===== src/rtl/sort_pkg.sv =====
// Shared types and sizing helpers for the batch sorter.
package sort_pkg;

  typedef enum logic [1:0] {
    S_LOAD  = 2'd0,
    S_SORT  = 2'd1,
    S_DRAIN = 2'd2
  } sort_state_t;

  // One extra bit so a count can reach DEPTH without wrapping.
  function automatic int unsigned idx_width(input int unsigned depth);
    return $clog2(depth) + 1;
  endfunction

endpackage


===== src/rtl/comparator_lt.sv =====
// Signed less-than comparator; the only magnitude compare in the sorter.
module comparator_lt #(
  parameter int unsigned N = 32
) (
  input  logic [N-1:0] a,
  input  logic [N-1:0] b,
  output logic         lt
);

  assign lt = $signed(a) < $signed(b);

endmodule


===== src/rtl/sort_sequencer.sv =====
// Batch sorter: load DEPTH signed words, bubble-sort them with one shared
// comparator (one compare-and-swap per clock), then stream them out ascending.
module sort_sequencer
  import sort_pkg::*;
#(
  parameter int unsigned N     = 32,
  parameter int unsigned DEPTH = 8
) (
  input  logic         clk,
  input  logic         rst,
  input  logic         in_valid,
  output logic         in_ready,
  input  logic [N-1:0] in_data,
  output logic         out_valid,
  input  logic         out_ready,
  output logic [N-1:0] out_data,
  output logic         busy
);

  localparam int unsigned AW = $clog2(DEPTH);
  localparam int unsigned IW = idx_width(DEPTH);
  localparam logic [IW-1:0] LastCnt  = IW'(DEPTH - 1);
  localparam logic [IW-1:0] LastPass = IW'(DEPTH - 2);

  sort_state_t state_q, state_d;
  logic [IW-1:0] wr_idx_q, wr_idx_d;
  logic [IW-1:0] rd_idx_q, rd_idx_d;
  logic [IW-1:0] idx_q, idx_d;
  logic [IW-1:0] pass_q, pass_d;
  logic          swapped_q, swapped_d;

  logic signed [N-1:0] mem [DEPTH];

  logic [AW-1:0] idx_lo, idx_hi;
  logic [IW-1:0] last_idx;
  logic          lt;
  logic          load_we;
  logic          swap_en;

  assign idx_lo   = idx_q[AW-1:0];
  assign idx_hi   = idx_lo + AW'(1);
  assign last_idx = LastPass - pass_q;

  // a = upper neighbour, b = lower; swap only on strict less-than keeps it stable.
  comparator_lt #(
    .N(N)
  ) u_cmp (
    .a  (mem[idx_hi]),
    .b  (mem[idx_lo]),
    .lt (lt)
  );

  always_comb begin
    state_d   = state_q;
    wr_idx_d  = wr_idx_q;
    rd_idx_d  = rd_idx_q;
    idx_d     = idx_q;
    pass_d    = pass_q;
    swapped_d = swapped_q;
    load_we   = 1'b0;
    swap_en   = 1'b0;

    unique case (state_q)
      S_LOAD: begin
        if (in_valid) begin
          load_we  = 1'b1;
          wr_idx_d = wr_idx_q + IW'(1);
          if (wr_idx_q == LastCnt) begin
            state_d   = S_SORT;
            wr_idx_d  = '0;
            idx_d     = '0;
            pass_d    = '0;
            swapped_d = 1'b0;
          end
        end
      end
      S_SORT: begin
        swap_en   = lt;
        swapped_d = swapped_q | lt;
        if (idx_q == last_idx) begin
          if (!swapped_d || pass_q == LastPass) begin
            state_d  = S_DRAIN;
            rd_idx_d = '0;
          end else begin
            pass_d    = pass_q + IW'(1);
            idx_d     = '0;
            swapped_d = 1'b0;
          end
        end else begin
          idx_d = idx_q + IW'(1);
        end
      end
      S_DRAIN: begin
        if (out_ready) begin
          rd_idx_d = rd_idx_q + IW'(1);
          if (rd_idx_q == LastCnt) begin
            state_d  = S_LOAD;
            rd_idx_d = '0;
          end
        end
      end
      default: state_d = S_LOAD;
    endcase
  end

  always_ff @(posedge clk) begin
    if (!rst) begin
      state_q   <= S_LOAD;
      wr_idx_q  <= '0;
      rd_idx_q  <= '0;
      idx_q     <= '0;
      pass_q    <= '0;
      swapped_q <= 1'b0;
    end else begin
      state_q   <= state_d;
      wr_idx_q  <= wr_idx_d;
      rd_idx_q  <= rd_idx_d;
      idx_q     <= idx_d;
      pass_q    <= pass_d;
      swapped_q <= swapped_d;
    end
  end

  // Buffer contents are don't-care after reset, so no reset branch here.
  always_ff @(posedge clk) begin
    if (rst) begin
      if (load_we) begin
        mem[wr_idx_q[AW-1:0]] <= $signed(in_data);
      end else if (swap_en) begin
        mem[idx_hi] <= mem[idx_lo];
        mem[idx_lo] <= mem[idx_hi];
      end
    end
  end

  assign in_ready  = (state_q == S_LOAD);
  assign out_valid = (state_q == S_DRAIN);
  assign busy      = (state_q == S_SORT) || (state_q == S_DRAIN);
  assign out_data  = out_valid ? mem[rd_idx_q[AW-1:0]] : '0;

endmodule


===== config.mk =====
export PLATFORM = sky130hd
export DESIGN_NAME = sort_sequencer
export DESIGN_NICKNAME = d
export VERILOG_FILES = /design/src/rtl/sort_pkg.sv /design/src/rtl/comparator_lt.sv /design/src/rtl/sort_sequencer.sv
export SDC_FILE = /design/constraint.sdc
export NUM_CORES = 1
export LEC_CHECK = 0
export BUFFER_PORTS_ARGS = -buffer_cell sky130_fd_sc_hd__buf_2
export CAP_MARGIN = 20
export CORE_MARGIN = 2
export CORE_UTILIZATION = 40
export DETAILED_ROUTE_END_ITERATION = 8
export SKIP_LAST_GASP = 1
export SLEW_MARGIN = 20
export SYNTH_ARGS = -nofsm -noshare
export SYNTH_HDL_FRONTEND = slang
export SYNTH_SLANG_ARGS = --single-unit

===== constraint.sdc =====
create_clock -name clk -period 9.1 [get_ports clk]
set_input_delay 0.455 -clock clk [delete_from_list [all_inputs] [get_ports clk]]
set_output_delay 0.455 -clock clk [all_outputs]
set_load 0.01 [all_outputs]

Word level (Yosys, flattened, before mapping)
Memories as Yosys holds them, arrays and structs flattened. A register that Yosys moved wholly into a read port is not among the register bits.
Index checks and enable logic that the tools add are counted.
{ "totals": {"reg_bits": 19, "ramBits": 256, "in_bits": 36, "out_inout_bits": 35, "word_cells": 86, "memories": 1} }
{ "memory_table": {"columns": ["memory", "depth", "word_bits", "rd", "rd_ports_with_merged_regs", "write_ports", "line_no", "rtl"], "rows": [
  ["mem", 8, 32, 3, 2, 2, "sort_sequencer.sv:32", "logic signed [N-1:0] mem [DEPTH];"]
]} }
{ "classes": {"add_sub_neg": 6, "order_cmp": 1, "n_eq_ne": 14, "n_mux": 44, "bitwise_logic": 1, "reduce_logical": 13} }
{ "op_table": {"columns": ["operator", "n"], "rows": [
  ["$mux 32", 2],
  ["$mux 4", 11],
  ["$lt 32x32->1", 1],
  ["$reduce_or 32->1", 1],
  ["$pmux 4 s2", 3],
  ["$add 4x1->4 const B", 4],
  ["$mux 1", 15],
  ["$mux 3", 5],
  ["$eq 4x3->1 const B", 3],
  ["$mux 2", 6],
  ["$ne 2x2->1 const B", 4],
  ["$reduce_and 4->1", 2],
  ["$ne 2x1->1 const B", 3],
  ["$pmux 2 s3", 1],
  ["$reduce_and 6->1", 1],
  ["$reduce_and 5->1", 1],
  ["$eq 4x4->1", 1],
  ["$reduce_bool 2->1", 2],
  ["$sub 3x4->4 const A", 1],
  ["$add 3x1->3 const B", 1],
  ["$ne 3x3->1 const B", 1],
  ["$reduce_and 3->1", 1],
  ["$eq 2x1->1 const B", 1],
  ["$eq 2x2->1 const B", 1],
  ["other kinds (6)", 7]
]} }

Longest topological paths before layout
Gate-level depths: netlist of the first run.
An unclocked memory read counts as a cell.
{ "logic_depth": {"word_depth": 11, "depth_mapped": 20, "ltp_nobuf": 13} }

Cells and area by module
From an unflattened synthesis of the first run, not the netlist that was laid out.
{ "unflattened": {"cells_unflattened": 1359, "area_unflattened_um2": 19124.6} }
{ "by_module_without_submodules": {"columns": ["module", "instances", "cells_per_inst", "area_each_um2", "seq_area_each_um2"], "rows": [
  ["sort_sequencer", 1, 1251, 18335.1, 8187.9],
  ["comparator_lt", 1, 108, 789.5, 0.0]
]} }

Worst setup path before layout of the first run
OpenSTA, ideal clock, no wires.
{ "synth_path": {"path_type": "flip-flop to flip-flop", "startpoint": "register idx_q[0]", "endpoint": "memory mem[7][0] (enable)", "setup_ns": 0.472, "arrival_time_ns": 6.953, "required_ns": 8.628, "slack_ns": 1.675, "stages_incl_launch_ff": 18, "n_path_buf": 6, "synth_period_minus_slack_ns": 7.425, "cell_sequence": "dfxtp_1 > clkbuf_1 > buf_1 > mux4_2 > mux2i_1 > inv_1 > ha_1 > clkbuf_1 > nand4_1 > nor3_1 > a221oi_1 > and4_1 > clkbuf_1 > a21o_1 > buf_2 > buf_2 > a31oi_1 > o32ai_1"} }
{ "synth_lines": {"columns": ["element", "line_no", "rtl"], "rows": [
  ["start, declared", "sort_sequencer.sv:28", "logic [IW-1:0] idx_q, idx_d;"],
  ["start signal, assigned", "sort_sequencer.sv:118", "idx_q <= idx_d;"],
  ["end, declared", "sort_sequencer.sv:32", null]
]} }

==> qor.txt, run 1 <==
Setup TNS: 0 ps
Via count: 14400
Minimum clock period: 7840 ps
Number of I/O pins: 71
#FFs+latches synth: 281
Final setup vio count: 0
Post-synth EDFFs: 256
Post-synthesis cell count: 1673
Row count: 80
Type of the worst setup path: flip-flop to flip-flop
DRC Markers: 0
PostCTS Resize Cnt: 0
Layout cells sized above 1: 23.7%
GRT Util Overall: 23.4%
Clk_lat worst skew: 530 ps
Post-synth top flop: edfxtp_1
Max-slew violations: 0
Quantity of hold-fixing buffers added after cts: 0
Worst Hold Class: input port to flip-flop
Delay-heaviest family, CP: simple AND/OR/NAND/NOR gates
Chip width: 223 um
Initial antenna violation count: 0
Initial Utilization: 40.4%
Routability cong.: 0.802
Synth top area share: 40.0%
Synth unique cells: 58
Layout area overhead: 10.4%
Setup crit start kind: flip-flop
Status: completed
HPWL after DPL: 35400 um
CTS clk-pin slew, worst paths: 70 ps
Seq/Total Area, Yosys: 42.6%
Total clock sinks: 281
1st-pass router iterations: 6
Longest Clk Path Bufs: 3
Setup bufs post-CTS: 0
CTS Buf Count: 34
Routed len/inst: 25.1 um
Hold Violations, Final: 0
Initial drt markers: 1528
WHS: 252 ps
Largest net degree at the start of global routing: 67
CP max stage delay: 820 ps
Count leader, synth: nand2_1
Buffers on Ports: 70
Layout Skew: 14.5 ps
H-tree level count: 2
Clock root buffer: clkbuf_16
Critical-path cell list: ha_4 -> buf_4 -> mux4_2 -> mux2i_1 -> inv_1 -> ha_1 -> nand4_1 -> nor4_1 -> nand2_1 -> or3_2 -> a21o_2 -> mux2i_1 -> nor2b_1 -> a21bo_2 -> buf_4
Static leakage: 7.27 nW
CP Capture Type: flip-flop
Layout Nets: 1742
Core Box Area: 47500 sq um
FFs w/ async S/R, synth: 0%
Die area: 49800 sq um
WP data required: 9320 ps
Worst slew pin tran: 1180 ps
Synth Cell Area: 19200 sq um
Fmax: 0.128 GHz
Overflow after GRT: 0
CP arrival: 8060 ps
Relative slew slack: 21.6%
Worst-path cell with the longest stage delay: or3_2
Layout fillers: 4259
Maximum fanout along the worst path: 49
Synth Net Count: 1749
RSZ-0062 raised after global routing: false
TritonCTS clock tree: done
Vias per inst: 6.25
Top cells by count, synth: 312 x nand2_1, 286 x o21ai_0, 256 x edfxtp_1
VDD IR max: 0.107 mV
Post-DRT Antenna Nets: 0
Pre-CTS setup slack: 1330 ps
Max-cap viol count: 0
First-pass GRT wire length: 88400 um
Power per cell area: 172 nW/um^2
Syn Area/Cell: 11.5 sq um
Warnings from Yosys: 0
Final worst slack: 1260 ps
Routed wire length: 57900 um
Final Cycle Share: 86.2%
Synth top area cells: edfxtp_1 40%, mux4_2 22%, o21ai_0 7.4%
Die height: 223 um
Number of global-route vias before repair: 14400
CP bufs+invs: 3
Leading area contributor after synthesis: edfxtp_1
Ant diodes: 0
-- report_power, final --
group | leakage [nW] | internal (mW) | switching [mW] | total (mW)
Combinational | 4.23 | 0.302 | 0.466 | 0.768
Clock | 0.527 | 0.791 | 0.545 | 1.34
Sequential | 2.52 | 1.51 | 0.0458 | 1.55
-- kinds of logic (layout without fill, tap and decap cells) --
family | Yosys count | after routing | share of synthesized area [%]
XOR/XNOR | 11 | 11 | 0.599
buffers and inverters | 189 | 205 | 3.86
AND/OR/NAND/NOR | 425 | 425 | 9.62
flip-flops | 281 | 281 | 42.6
adder cells (fa/ha/maj) | 40 | 40 | 2.60
multiplexers | 292 | 292 | 27.7
AO/OA/AOI/OAI | 435 | 435 | 13.0
-- metal layers --
metal / share of wire (%) / global-route usage (%) / wire length, um / vias to the layer above
met1: 42 / 32.2 / 24200 / 7172
met2: 48 / 38.6 / 27600 / 693
met4: 2.6 / 6.80 / 1510 / 0
li1: - / - / - / 6430
met5: 0 / 0 / 0 / -
met3: 7.8 / 3.63 / 4530 / 109
-- final timing paths --
path               from         end  slack (ps)  cells after the start
max            idx_q[0]  mem[0][27]        1260                     15
min          in_data[5]   mem[7][5]         250                      3
max reg2reg    idx_q[0]  mem[0][27]        1260                     15
min reg2reg  state_q[0]  state_q[0]         500                      2
-- state kept, by name, summed over array words and instances (netlist names), named ones only --
| name | count |
|---|---|
| pass_q | 4 |
| rd_idx_q | 4 |
| mem | 256 |
| swapped_q | 1 |
| state_q | 2 |
| idx_q | 4 |
| wr_idx_q | 4 |
-- tightest hold or removal path, stage by stage --
cell and delay (ps):
buf_2 110, nand2_1 50, o21ai_0 60
-- stage by stage --
step / util (%) / power [mW] / std cells / area, sq um
2_1_floorplan: - / 2.10 / 1673 / 19200
3_3_place_gp: 42.3 / 2.33 / 2245 / 20100
3_5_place_dp: 42.4 / 2.34 / 2245 / 20100
4_1_cts: 44.6 / 3.67 / 2304 / 21200
5_1_grt: 44.6 / 3.81 / 2304 / 21200
6_report: 44.6 / 3.66 / 2304 / 21200
-- area by class of cell --
class,instances,area (sq um),area share [%]
Inverter,45,169,0.796
Timing Repair Buffer,101,608,2.87
Multi-Input combinational cell,1203,10400,49.0
Tap cell,615,769,3.63
Clock inverter,11,81.3,0.383
Sequential cell,281,8210,38.7
Clock buffer,48,997,4.70
-- cell usage in the layout, fill, tap and decap left out, types with 6 or more instances in the layout --
cell type  Yosys  routed
o21ai_0      286     285
nand2_1      312     312
nor2b_1       38      38
inv_1         44      44
clkbuf_16      0      37
edfxtp_1     256     256
mux4_2       192     192
a21oi_2       29      28
mux2i_1       97      97
o21ai_1       18      18
clkbuf_1      88       8
nor2_1        18      18
buf_4          0      29
ha_1          40      38
buf_2         26      70
nand3_1        9       7
nand4_1       10      10
dfxtp_1       25      18
a211oi_1      36      36
a31oi_1        6       6
a21oi_1       27      26
(Power assumes the default switching activity.)
==> run 2: changes to the inputs <==
ABC_AREA = 1   (was unset)
SLEW_MARGIN = unset   (was 20)
==> run 2 against run 1 <==
  * Routed wire length up 27%
  * Clock power rose by 4%
  * Count of clock-buffer cells in the layout shrank 4
  * Synthesized cell count increased by 61%
  * Combinational power fell by 65%
  * Total power shrank 15%
  * Die area up 3.9%
  * Sequential power shrank 6%
  * Flip-flop and latch count unchanged
  * Via count up 41%
  * Cell area up 1.9%
  * Critical path type unchanged
  * Critical endpoint is now mem[5][9]
  * Largest cell class unchanged
  * Highest routed layer unchanged
==> qor.txt, run 2 <==
Relative slew slack: 29.6%
Met2 usage: 44.6%
Worst-path cell with the longest stage delay: buf_4
Clk_lat worst skew: 550 ps
Vias per inst: 6.15
CTS clk-pin slew, worst paths: 60 ps
Max-cap viol count: 0
PostCTS Resize Cnt: 0
CTS Buf Count: 34
Synth Net Count: 2772
Worst path depth: 22
Critical-path cell list: buf_4 -> inv_6 -> buf_12 -> o21ai_0 -> o21ai_0 -> nand2_1 -> o21ai_0 -> ha_1 -> nand4_1 -> nor3_1 -> nand2_1 -> nor3_1 -> nand2_1 -> nand2_1 -> nand2_1 -> nand2_2 -> buf_4 -> nand3_2 -> a21oi_2 -> nand2_1 -> nand2_2 -> buf_4
Row count: 81
Most used cell, CP: nand2_1
Final setup vio count: 0
WHS: 220 ps
Routed wire length: 73300 um
Synth top area cells: edfxtp_1 38%, o21ai_0 16%, nand3_1 10%
Most flops, register: mem
Overflow after GRT: 0
Synth unique cells: 40
Minimum clock period: 6860 ps
HPWL after DPL: 41800 um
GRT busiest layer: met2
Final Cycle Share: 75.4%
Warnings from Yosys: 0
Die height: 228 um
TritonCTS clock tree: done
Syn Area/Cell: 7.42 sq um
RSZ-0062 raised after global routing: false
Pre-CTS setup slack: 2450 ps
Post-synth top flop: edfxtp_1
Via count: 20300
First-pass GRT wire length: 112000 um
Top cells by count, synth: 632 x o21ai_0, 407 x nand3_1, 337 x a21oi_1
Seq/Total Area, Yosys: 41.0%
Longest Clk Path Bufs: 3
Die area: 51800 sq um
Setup TNS: 0 ps
CP arrival: 7090 ps
Layout cells sized above 1: 7.53%
Largest net degree at the start of global routing: 129
Layout area overhead: 8.20%
Post-DRT Antenna Nets: 0
Post-synth EDFFs: 256
Largest register FFs: 256
Final worst slack: 2240 ps
Hold Violations, Final: 0
Most common cell after layout, fill and taps aside: o21ai_0
Final core utilization: 44.0%
Clock root buffer: clkbuf_16
Maximum fanout along the worst path: 128
Static leakage: 8.37 nW
Status: completed
GRT Util Overall: 28.1%
Worst Hold Class: input port to flip-flop
Routability cong.: 0.877
1st-pass router iterations: 6
VDD IR max: 0.109 mV
Routed len/inst: 22.2 um
Chip width: 228 um
Initial drt markers: 2506
Core Box Area: 49200 sq um
Max-slew violations: 0
Quantity of hold-fixing buffers added after cts: 0
FFs w/ async S/R, synth: 0%
Setup crit start kind: flip-flop
#FFs+latches synth: 281
Setup bufs post-CTS: 0
Power per cell area: 144 nW/um^2
Commonest cells after routing, fill and taps aside: 632 x o21ai_0, 406 x nand3_1, 337 x a21oi_1
Initial antenna violation count: 0
Count leader, synth: o21ai_0
Worst reg-to-reg path cell count: 22
Leading area contributor after synthesis: edfxtp_1
Layout Skew: 23.7 ps
Delay-heaviest family, CP: buffers and inverters
Buffers on Ports: 70
Worst slew pin tran: 1060 ps
Fmax: 0.146 GHz
Post-synthesis cell count: 2696
Total power: 3.12 mW
Number of global-route vias before repair: 19100
WP data required: 9330 ps
CP max stage delay: 700 ps
GRT met1 Usage: 38.4%
Hold Path Cell Cnt: 3
CP bufs+invs: 5
Ant diodes: 0
Number of I/O pins: 71
Total clock sinks: 281
H-tree level count: 2
Initial Utilization: 40.7%
Synth top area share: 38.5%
DRC Markers: 0
Type of the worst setup path: flip-flop to flip-flop
CP Capture Type: flip-flop
Synth Cell Area: 20000 sq um
Layout Nets: 2697
M3 GR Usage: 3.85%
[run 2: cell count changes in the layout (fill, tap and decap cells not counted), moves of 82 or more]
cell	previous run	this run
o21ai_0	285	632
a21oi_1	26	337
mux2i_1	97	0
nand3_1	7	406
inv_1	44	257
o21ai_1	18	100
mux4_2	192	0
[run 2: layer usage]
layer,part of all wire (%),vias to the layer above
li1,-,9425
met1,40,9477
met2,45,1211
met3,11,230
met4,4.1,0
met5,0,-
[run 2: area by class of cell]
type,instances,area (sq um)
multi-input cells,1931,9800
clock buffers,44,952
inverters,264,1000
flip-flops and latches,281,8200
fillers,4914,27500
well taps,664,831
clock inverters,14,156
repair buffers,109,693
[run 2: worst register-to-register path, cell delays in order, from the launching register on]
cell	delay (ps)
dfxtp_2	350
buf_4	700
inv_6	550
buf_12	440
o21ai_0	200
o21ai_0	130
nand2_1	70
o21ai_0	120
ha_1	420
nand4_1	190
nor3_1	300
nand2_1	120
nor3_1	240
nand2_1	180
nand2_1	90
nand2_1	90
nand2_2	130
buf_4	580
nand3_2	250
a21oi_2	280
nand2_1	100
nand2_2	620
buf_4	390
[run 2: final timing paths]
check / start / to / slack, ps
max: idx_q[0] / mem[5][9] / 2240
min reg2reg: rd_idx_q[3] / rd_idx_q[3] / 480
max reg2reg: idx_q[0] / mem[5][9] / 2240
min: rst / wr_idx_q[1] / 220
[run 2: cell families after synthesis]
family,after synthesis,share of synthesized area [%]
xor gates and xnor gates,8,0.388
AOI/OAI and AO/OA,1117,28.4
buffers and inverters,484,10.3
DFF,281,41.0
adders and majority gates,40,2.50
and+or+nand+nor,766,17.4
[run 2: per-stage QoR]
| step | instance area (sq um) | std cells |
|---|---|---|
| finish | 21600 | 3307 |
| global route | 21600 | 3307 |
| CTS | 21600 | 3307 |
| detailed placement | 20500 | 3249 |
| global placement | 20500 | 3246 |
| floorplan | 20000 | 2696 |
[run 2: power by group]
group	leakage (nW)	switching [mW]	total [mW]	internal, mW
combinational	5.31	0.187	0.271	0.0835
clock	0.539	0.575	1.40	0.826
sequential	2.52	0.0197	1.45	1.43
total	8.37	0.782	3.12	2.34
